**src/rtl/noc_output_allocator.sv**
```systemverilog
// Per-output switch allocator: round-robin arbitration with packet locking from
// HEAD through TAIL, per-VC downstream credit tracking and crossbar select.
module noc_output_allocator #(
  parameter int PORT_NUM     = 9,
  parameter int VC_NUM       = 2,
  parameter int BUFFER_DEPTH = 4,
  parameter int VC_SIZE      = $clog2(VC_NUM),
  parameter int PORT_SIZE    = $clog2(PORT_NUM),
  parameter int CNT_W        = $clog2(BUFFER_DEPTH + 1)
) (
  input  logic                        clk,
  input  logic                        rst,
  input  logic [PORT_NUM-1:0]         req_i,
  input  logic [PORT_NUM*VC_SIZE-1:0] req_vc_i,
  input  logic [PORT_NUM*2-1:0]       req_label_i,
  input  logic [VC_NUM-1:0]           credit_i,
  output logic [PORT_NUM-1:0]         grant_o,
  output logic                        valid_o,
  output logic [PORT_SIZE-1:0]        sel_o,
  output logic [VC_SIZE-1:0]          out_vc_o,
  output logic                        locked_o,
  output logic [VC_NUM*CNT_W-1:0]     credit_cnt_o,
  output logic                        proto_err_o
);

  typedef enum logic [1:0] {HEAD = 2'd0, BODY = 2'd1, TAIL = 2'd2, HEADTAIL = 2'd3} flit_label_t;

  logic [CNT_W-1:0]     credit [VC_NUM];
  logic                 lock;
  logic [PORT_SIZE-1:0] owner;
  logic [VC_SIZE-1:0]   lock_vc;
  logic [PORT_SIZE-1:0] rr_ptr;
  logic                 proto_err_q;

  logic [VC_SIZE-1:0]   vc_p0    [PORT_NUM];
  flit_label_t          label_p0 [PORT_NUM];
  logic [PORT_NUM-1:0]  elig_p0;
  logic [PORT_SIZE:0]   scan_idx;
  logic [PORT_SIZE-1:0] gnt_idx_p0;
  logic [PORT_SIZE-1:0] rr_next_p0;
  logic [VC_SIZE-1:0]   gnt_vc_p0;
  logic                 vld_p0;
  logic                 err_p0;

  // Saturating credit update; a grant only happens with credit > 0 so no underflow.
  function automatic logic [CNT_W-1:0] credit_update(input logic [CNT_W-1:0] cnt,
                                                     input logic take, input logic give);
    logic [CNT_W:0] sum;
    sum = {1'b0, cnt} + (CNT_W+1)'(give) - (CNT_W+1)'(take);
    if (sum > (CNT_W+1)'(BUFFER_DEPTH)) sum = (CNT_W+1)'(BUFFER_DEPTH);
    return sum[CNT_W-1:0];
  endfunction

  // Stage p0: eligibility, round-robin scan and error detection (all same-cycle)
  always_comb begin
    for (int i = 0; i < PORT_NUM; i++) begin
      vc_p0[i]    = req_vc_i[i*VC_SIZE +: VC_SIZE];
      label_p0[i] = flit_label_t'(req_label_i[i*2 +: 2]);
    end
  end

  always_comb begin
    elig_p0 = '0;
    for (int i = 0; i < PORT_NUM; i++) begin
      if (lock)
        elig_p0[i] = req_i[i] && (PORT_SIZE'(i) == owner) &&
                     (label_p0[i] == BODY || label_p0[i] == TAIL) && (credit[lock_vc] != '0);
      else
        elig_p0[i] = req_i[i] && (label_p0[i] == HEAD || label_p0[i] == HEADTAIL) &&
                     (credit[vc_p0[i]] != '0);
    end
  end

  always_comb begin
    vld_p0     = 1'b0;
    gnt_idx_p0 = '0;
    scan_idx   = '0;
    for (int k = 0; k < PORT_NUM; k++) begin
      scan_idx = {1'b0, rr_ptr} + (PORT_SIZE+1)'(k);
      if (scan_idx >= (PORT_SIZE+1)'(PORT_NUM)) scan_idx = scan_idx - (PORT_SIZE+1)'(PORT_NUM);
      if (!vld_p0 && elig_p0[scan_idx[PORT_SIZE-1:0]]) begin
        vld_p0     = 1'b1;
        gnt_idx_p0 = scan_idx[PORT_SIZE-1:0];
      end
    end
    if (rst) begin
      vld_p0     = 1'b0;
      gnt_idx_p0 = '0;
    end
  end

  assign gnt_vc_p0  = lock ? lock_vc : vc_p0[gnt_idx_p0];
  assign rr_next_p0 = (gnt_idx_p0 == PORT_SIZE'(PORT_NUM - 1)) ? '0 : gnt_idx_p0 + 1'b1;

  always_comb begin
    err_p0 = 1'b0;
    for (int i = 0; i < PORT_NUM; i++) begin
      if (req_i[i] && !lock && (label_p0[i] == BODY || label_p0[i] == TAIL)) err_p0 = 1'b1;
      if (req_i[i] && lock && (PORT_SIZE'(i) == owner) &&
          (label_p0[i] == HEAD || label_p0[i] == HEADTAIL)) err_p0 = 1'b1;
    end
    for (int v = 0; v < VC_NUM; v++) begin
      if (credit_i[v] && (credit[v] == CNT_W'(BUFFER_DEPTH)) &&
          !(vld_p0 && gnt_vc_p0 == VC_SIZE'(v))) err_p0 = 1'b1;
    end
  end

  always_comb begin
    grant_o = '0;
    if (vld_p0) grant_o[gnt_idx_p0] = 1'b1;
    for (int v = 0; v < VC_NUM; v++) credit_cnt_o[v*CNT_W +: CNT_W] = credit[v];
  end

  assign valid_o     = vld_p0;
  assign sel_o       = vld_p0 ? gnt_idx_p0 : '0;
  assign out_vc_o    = rst ? '0 : (lock ? lock_vc : (vld_p0 ? vc_p0[gnt_idx_p0] : '0));
  assign locked_o    = lock & ~rst;
  assign proto_err_o = proto_err_q & ~rst;

  // Stage p1: registered allocation state
  always_ff @(posedge clk) begin
    if (rst) begin
      lock        <= 1'b0;
      owner       <= '0;
      lock_vc     <= '0;
      rr_ptr      <= '0;
      proto_err_q <= 1'b0;
      for (int v = 0; v < VC_NUM; v++) credit[v] <= CNT_W'(BUFFER_DEPTH);
    end else begin
      proto_err_q <= err_p0;
      for (int v = 0; v < VC_NUM; v++)
        credit[v] <= credit_update(credit[v], vld_p0 && (gnt_vc_p0 == VC_SIZE'(v)), credit_i[v]);
      if (vld_p0) begin
        if (lock) begin
          if (label_p0[owner] == TAIL) lock <= 1'b0;
        end else begin
          rr_ptr <= rr_next_p0;
          if (label_p0[gnt_idx_p0] == HEAD) begin
            lock    <= 1'b1;
            owner   <= gnt_idx_p0;
            lock_vc <= vc_p0[gnt_idx_p0];
          end
        end
      end
    end
  end

endmodule

```
**config.mk**
```make
export PLATFORM = sky130hd
export DESIGN_NAME = noc_output_allocator
export DESIGN_NICKNAME = d
export VERILOG_FILES = /design/src/rtl/noc_output_allocator.sv
export SDC_FILE = /design/constraint.sdc
export NUM_CORES = 1
export LEC_CHECK = 0
export ABC_AREA = 1
export CORE_ASPECT_RATIO = 1.2
export CORE_UTILIZATION = 53
export DETAILED_ROUTE_END_ITERATION = 16
export PLACE_DENSITY_LB_ADDON = 0.15
export RECOVER_POWER = 100
export SLEW_MARGIN = 20
export SYNTH_ARGS = -nofsm -noshare
export SYNTH_HDL_FRONTEND = slang
export SYNTH_SLANG_ARGS = --single-unit
```
**constraint.sdc**
```tcl
create_clock -name clk -period 5.11 [get_ports clk]
set_clock_uncertainty 0.1 [all_clocks]
set_input_delay 0.7665 -clock clk [delete_from_list [all_inputs] [get_ports clk]]
set_output_delay 0.7665 -clock clk [all_outputs]
set_load 0.03 [all_outputs]
```
==> metrics, run 1 <==
Post-Syn Nets 977; CTS Buffer Depth 2; Port Buffers 62; Stop Error [ERROR GRT-0116] Global routing finished with congestion. Check the congestion regions in the DRC Viewer.; Post-Synthesis Cells between 900 and 1,000; post-synth top area share between 10% and 20%; yosys warns 0; status stopped before the end; Avg Inst Size Synth approximately 5.7 um2; CTS sink cnt 18; Hold-fix buffers, CTS 0; detailed placement HPWL between 15,000 and 20,000 um; EDFF count, synth 0; async set-or-reset flop fraction in the synthesized netlist 0%; Top Ports 63; Synth cell types between 50 and 60; Yosys reg bits 18; GRT Util Overall between 60% and 70%; global-route wire length before repair about 53,000 um; failing step global routing (5_1_grt); H-tree Lvls 1; Die Y between 100 and 150 um; sequential share of the synthesized area around 7.0%; synth cell count leaders nand2_1, nand3_1, inv_1, nor2_1, ha_1; pin count of the biggest net entering global routing 16; floorplan row count 39; cell accounting for the most synthesized area nand2_1; count leader, synth nand2_1; Starting Density a little over half; vias in the first global route ~10,000; top_reg_cell synth dfxtp_1; Post-Syn Area around 0.005 mm2; die width 91.9 um; grt ovf between 70 and 80; TritonCTS Buffers 3; top cells by area, synth nand2_1, nand3_1, inv_1, ha_1, dfxtp_1; placer congestion estimate between 0.9 and 1; CTS root buf clkbuf_16
==> stage by stage <==
stage                     cell area (um2)  setup slack [ns]  setup TNS (ns)  cells
after CTS                            8760            -0.105          -0.299   1382
after floorplan                      5200            -0.131          -0.238    901
after detailed placement             7470            -0.742           -4.42   1290
after global placement               7470            -0.616           -3.62   1290
==> per-layer routing <==
metal,global-route usage (%),overflow
met1,62.5,2
met2,95.1,48
met3,41.7,1
met4,78.8,26
met5,10.4,0
==> logic make-up after synthesis <==
family | Yosys count | synth area share (%)
buffers and inverters | 148 | 11.7
AO/OA/AOI/OAI | 109 | 13.6
flip-flops | 18 | 7.02
adder cells (fa/ha/maj) | 36 | 9.06
XOR/XNOR | 18 | 3.73
AND/OR/NAND/NOR | 572 | 54.9
==> repair_timing <==
action,4_1_cts
gates resized for setup,161
setup endpoints to repair,12
buffers inserted,88
gates cloned,0
pin swaps,78
==> inputs of run 2 (changes only) <==
- CORE_ASPECT_RATIO: 1.2 -> not set
- CORE_UTILIZATION: 53 -> 40
- clock period: 5.11 -> 6.6 ns (I/O delays scaled with it)
==> metrics, run 2 <==
dpl cells between 1,000 and 1,500; DR WL/cell between 15 and 20 um; grt ovf 0; critical path launch point type input pin; synth cell count leaders nand2_1, nand3_1, inv_1, nor2_1, ha_1; Fill cells approximately 1,400; DRC violations left 0; vias in the first global route ~5,400; DRT iter0 DRCs approximately 660; H-tree Lvls 1; Final period util a little over nine tenths; initial antenna violation count 0; largest registers credit (6), owner (4), rr_ptr (4); Yosys reg bits 18; TritonCTS Buffers 3; Setup TNS Final 0 ns; final wirelength approximately 18,000 um; clock latency at the later pin of the worst-skew pair 0.25 ns; Hold Crit Start lock_vc$_SDFFE_PP0P_; Post-Layout Cell Count about 1,100; Top Ports 63; detailed placement HPWL 14,600 um; CTS root buf clkbuf_16; Post-DRT Antenna Nets 0; area occupied by registers 360 um2; Hold-fix buffers, CTS 0; CTS Buffer Depth 2; Post-Synthesis Cells roughly 900; pin count of the biggest net entering global routing 23; global-route wire length before repair approximately 28,000 um; yosys warns 0; die width 115 um; min Tclk post-route 6.24 ns; fmax around 160 MHz; Post-CTS Setup Bufs 0; cell accounting for the most synthesized area nand2_1; fraction of layout cells with a size suffix above 1 roughly an eighth; Port Buffers 62; WP data required between 5 and 6 ns; number of vias per cell 5.42; Post-Syn Nets around 1,000; Avg Inst Size Synth between 5 and 6 um2; Layout area overhead 17.1%; Post-Syn Area between 0.005 and 0.006 mm2; most common cell after layout, fill and taps aside nand2_1; worst reg2reg startpoint rr_ptr[1]$_SDFFE_PP0P_; Setup crit start req_label_i[12]; area taken by multi-input logic gates between 0.004 and 0.005 mm2; CTS sink cnt 18; max reg flops 6; post_cts resized 0; Setup-failing EPs final 0; post-layout util a little under half; top cells by area, synth nand2_1, nand3_1, inv_1, ha_1, dfxtp_1; sequential share of the synthesized area under 10%; worst hold path type flip-flop to flip-flop; Pre-antenna DRT Iters 7; status complete, no violations; critical path fanouts, max 9; final hold violation count 0; post-synth top area share a little under a fifth; Pins Over Slew Limit 0; Max-cap violations 0; crit end category output port; floorplan row count slightly above 40; RSZ-0062 raised after global routing false; Synth cell types 57; CTS tree built; GRT Util Overall a little over a quarter; EDFF count, synth 0; async set-or-reset flop fraction in the synthesized netlist 0%; Top reg by flops credit; most frequent cells in the layout nand2_1, nand3_1, inv_1; worst path arrival time a little over 5 ns; core footprint 0.0126 mm2; n_diodes 0; Starting Density between 40% and 50%; die area about 0.013 mm2; count leader, synth nand2_1; placer congestion estimate 0.983; Die Y roughly 120 um; final net count ~1,000; via count between 6,000 and 7,000; critical path type input pin to output port; top_reg_cell synth dfxtp_1; Slew headroom 37.4%; Reg clk slew, reported paths 0.05 ns; Worst-Margin Slew slightly above 0.9 ns
==> run 2: kinds of logic (layout without fill, tap and decap cells) <==
family | count (synthesis) | in the layout | share of synthesized area [%]
simple gates | 572 | 572 | 54.9
buf+inv | 148 | 213 | 11.7
compound gates | 109 | 109 | 13.6
fa+ha+maj | 36 | 36 | 9.06
xor+xnor | 18 | 18 | 3.73
flops | 18 | 18 | 7.02
==> run 2: layer usage <==
| layer | part of all wire [%] | track usage (%) |
|---|---|---|
| met2 | 43 | 41.3 |
| met4 | 1.3 | 4.59 |
| met5 | 0 | 0 |
| met3 | 9.2 | 2.90 |
| met1 | 47 | 41.2 |
==> run 2: worst paths after layout <==
kind                              to  slack [ns]  depth (start not counted)
max                       grant_o[6]        0.36                         26
min             lock_vc$_SDFFE_PP0P_        0.42                          2
max reg2reg  credit[0][2]$_SDFF_PP1_        0.63                         32
min reg2reg     lock_vc$_SDFFE_PP0P_        0.42                          2
==> run 2: final cells by class <==
| class | instances | share of cell area (%) |
|---|---|---|
| inverter | 139 | 8.72 |
| multi-input combinational | 735 | 69.3 |
| sequential | 18 | 5.99 |
| timing repair buffer | 70 | 10.9 |
| clock buffer | 4 | 1.48 |
| tap | 172 | 3.58 |
==> run 2: worst max-delay path, stage by stage <==
cell             delay, ns
clkdlybuf4s50_1       0.55
inv_1                 0.08
nand2_1               0.06
nand2_1               0.06
buf_4                 0.15
nand3_1               0.09
nand2_1               0.20
nand3_1               0.15
nand3_1               0.07
nand3_1               0.07
nand2_1               0.16
nand2_4               0.13
nand3_4               0.09
nor2_4                0.14
nand3_2               0.12
nor2_4                0.20
nand3_4               0.17
o21ai_0               0.12
inv_1                 0.05
nand2_1               0.08
nand3_2               0.19
inv_1                 0.21
ha_1                  0.19
inv_1                 0.05
nor2_1                0.09
clkdlybuf4s50_1       0.67
==> run 2: per-stage QoR <==
step | setup slack [ns] | hold WS, ns | cell area [um2]
after floorplan | 1.17 | 0.359 | 5140
after global placement | 0.204 | 0.402 | 5950
after detailed placement | 0.206 | 0.401 | 5950
after CTS | 0.308 | 0.422 | 6030
after global routing | 0.0532 | 0.434 | 6010
final | 0.362 | 0.423 | 6010
Power of run 2 is left out: the tool's default activity adds up to more than one toggle a clock period on the data nets, which glitch-free logic cannot reach.
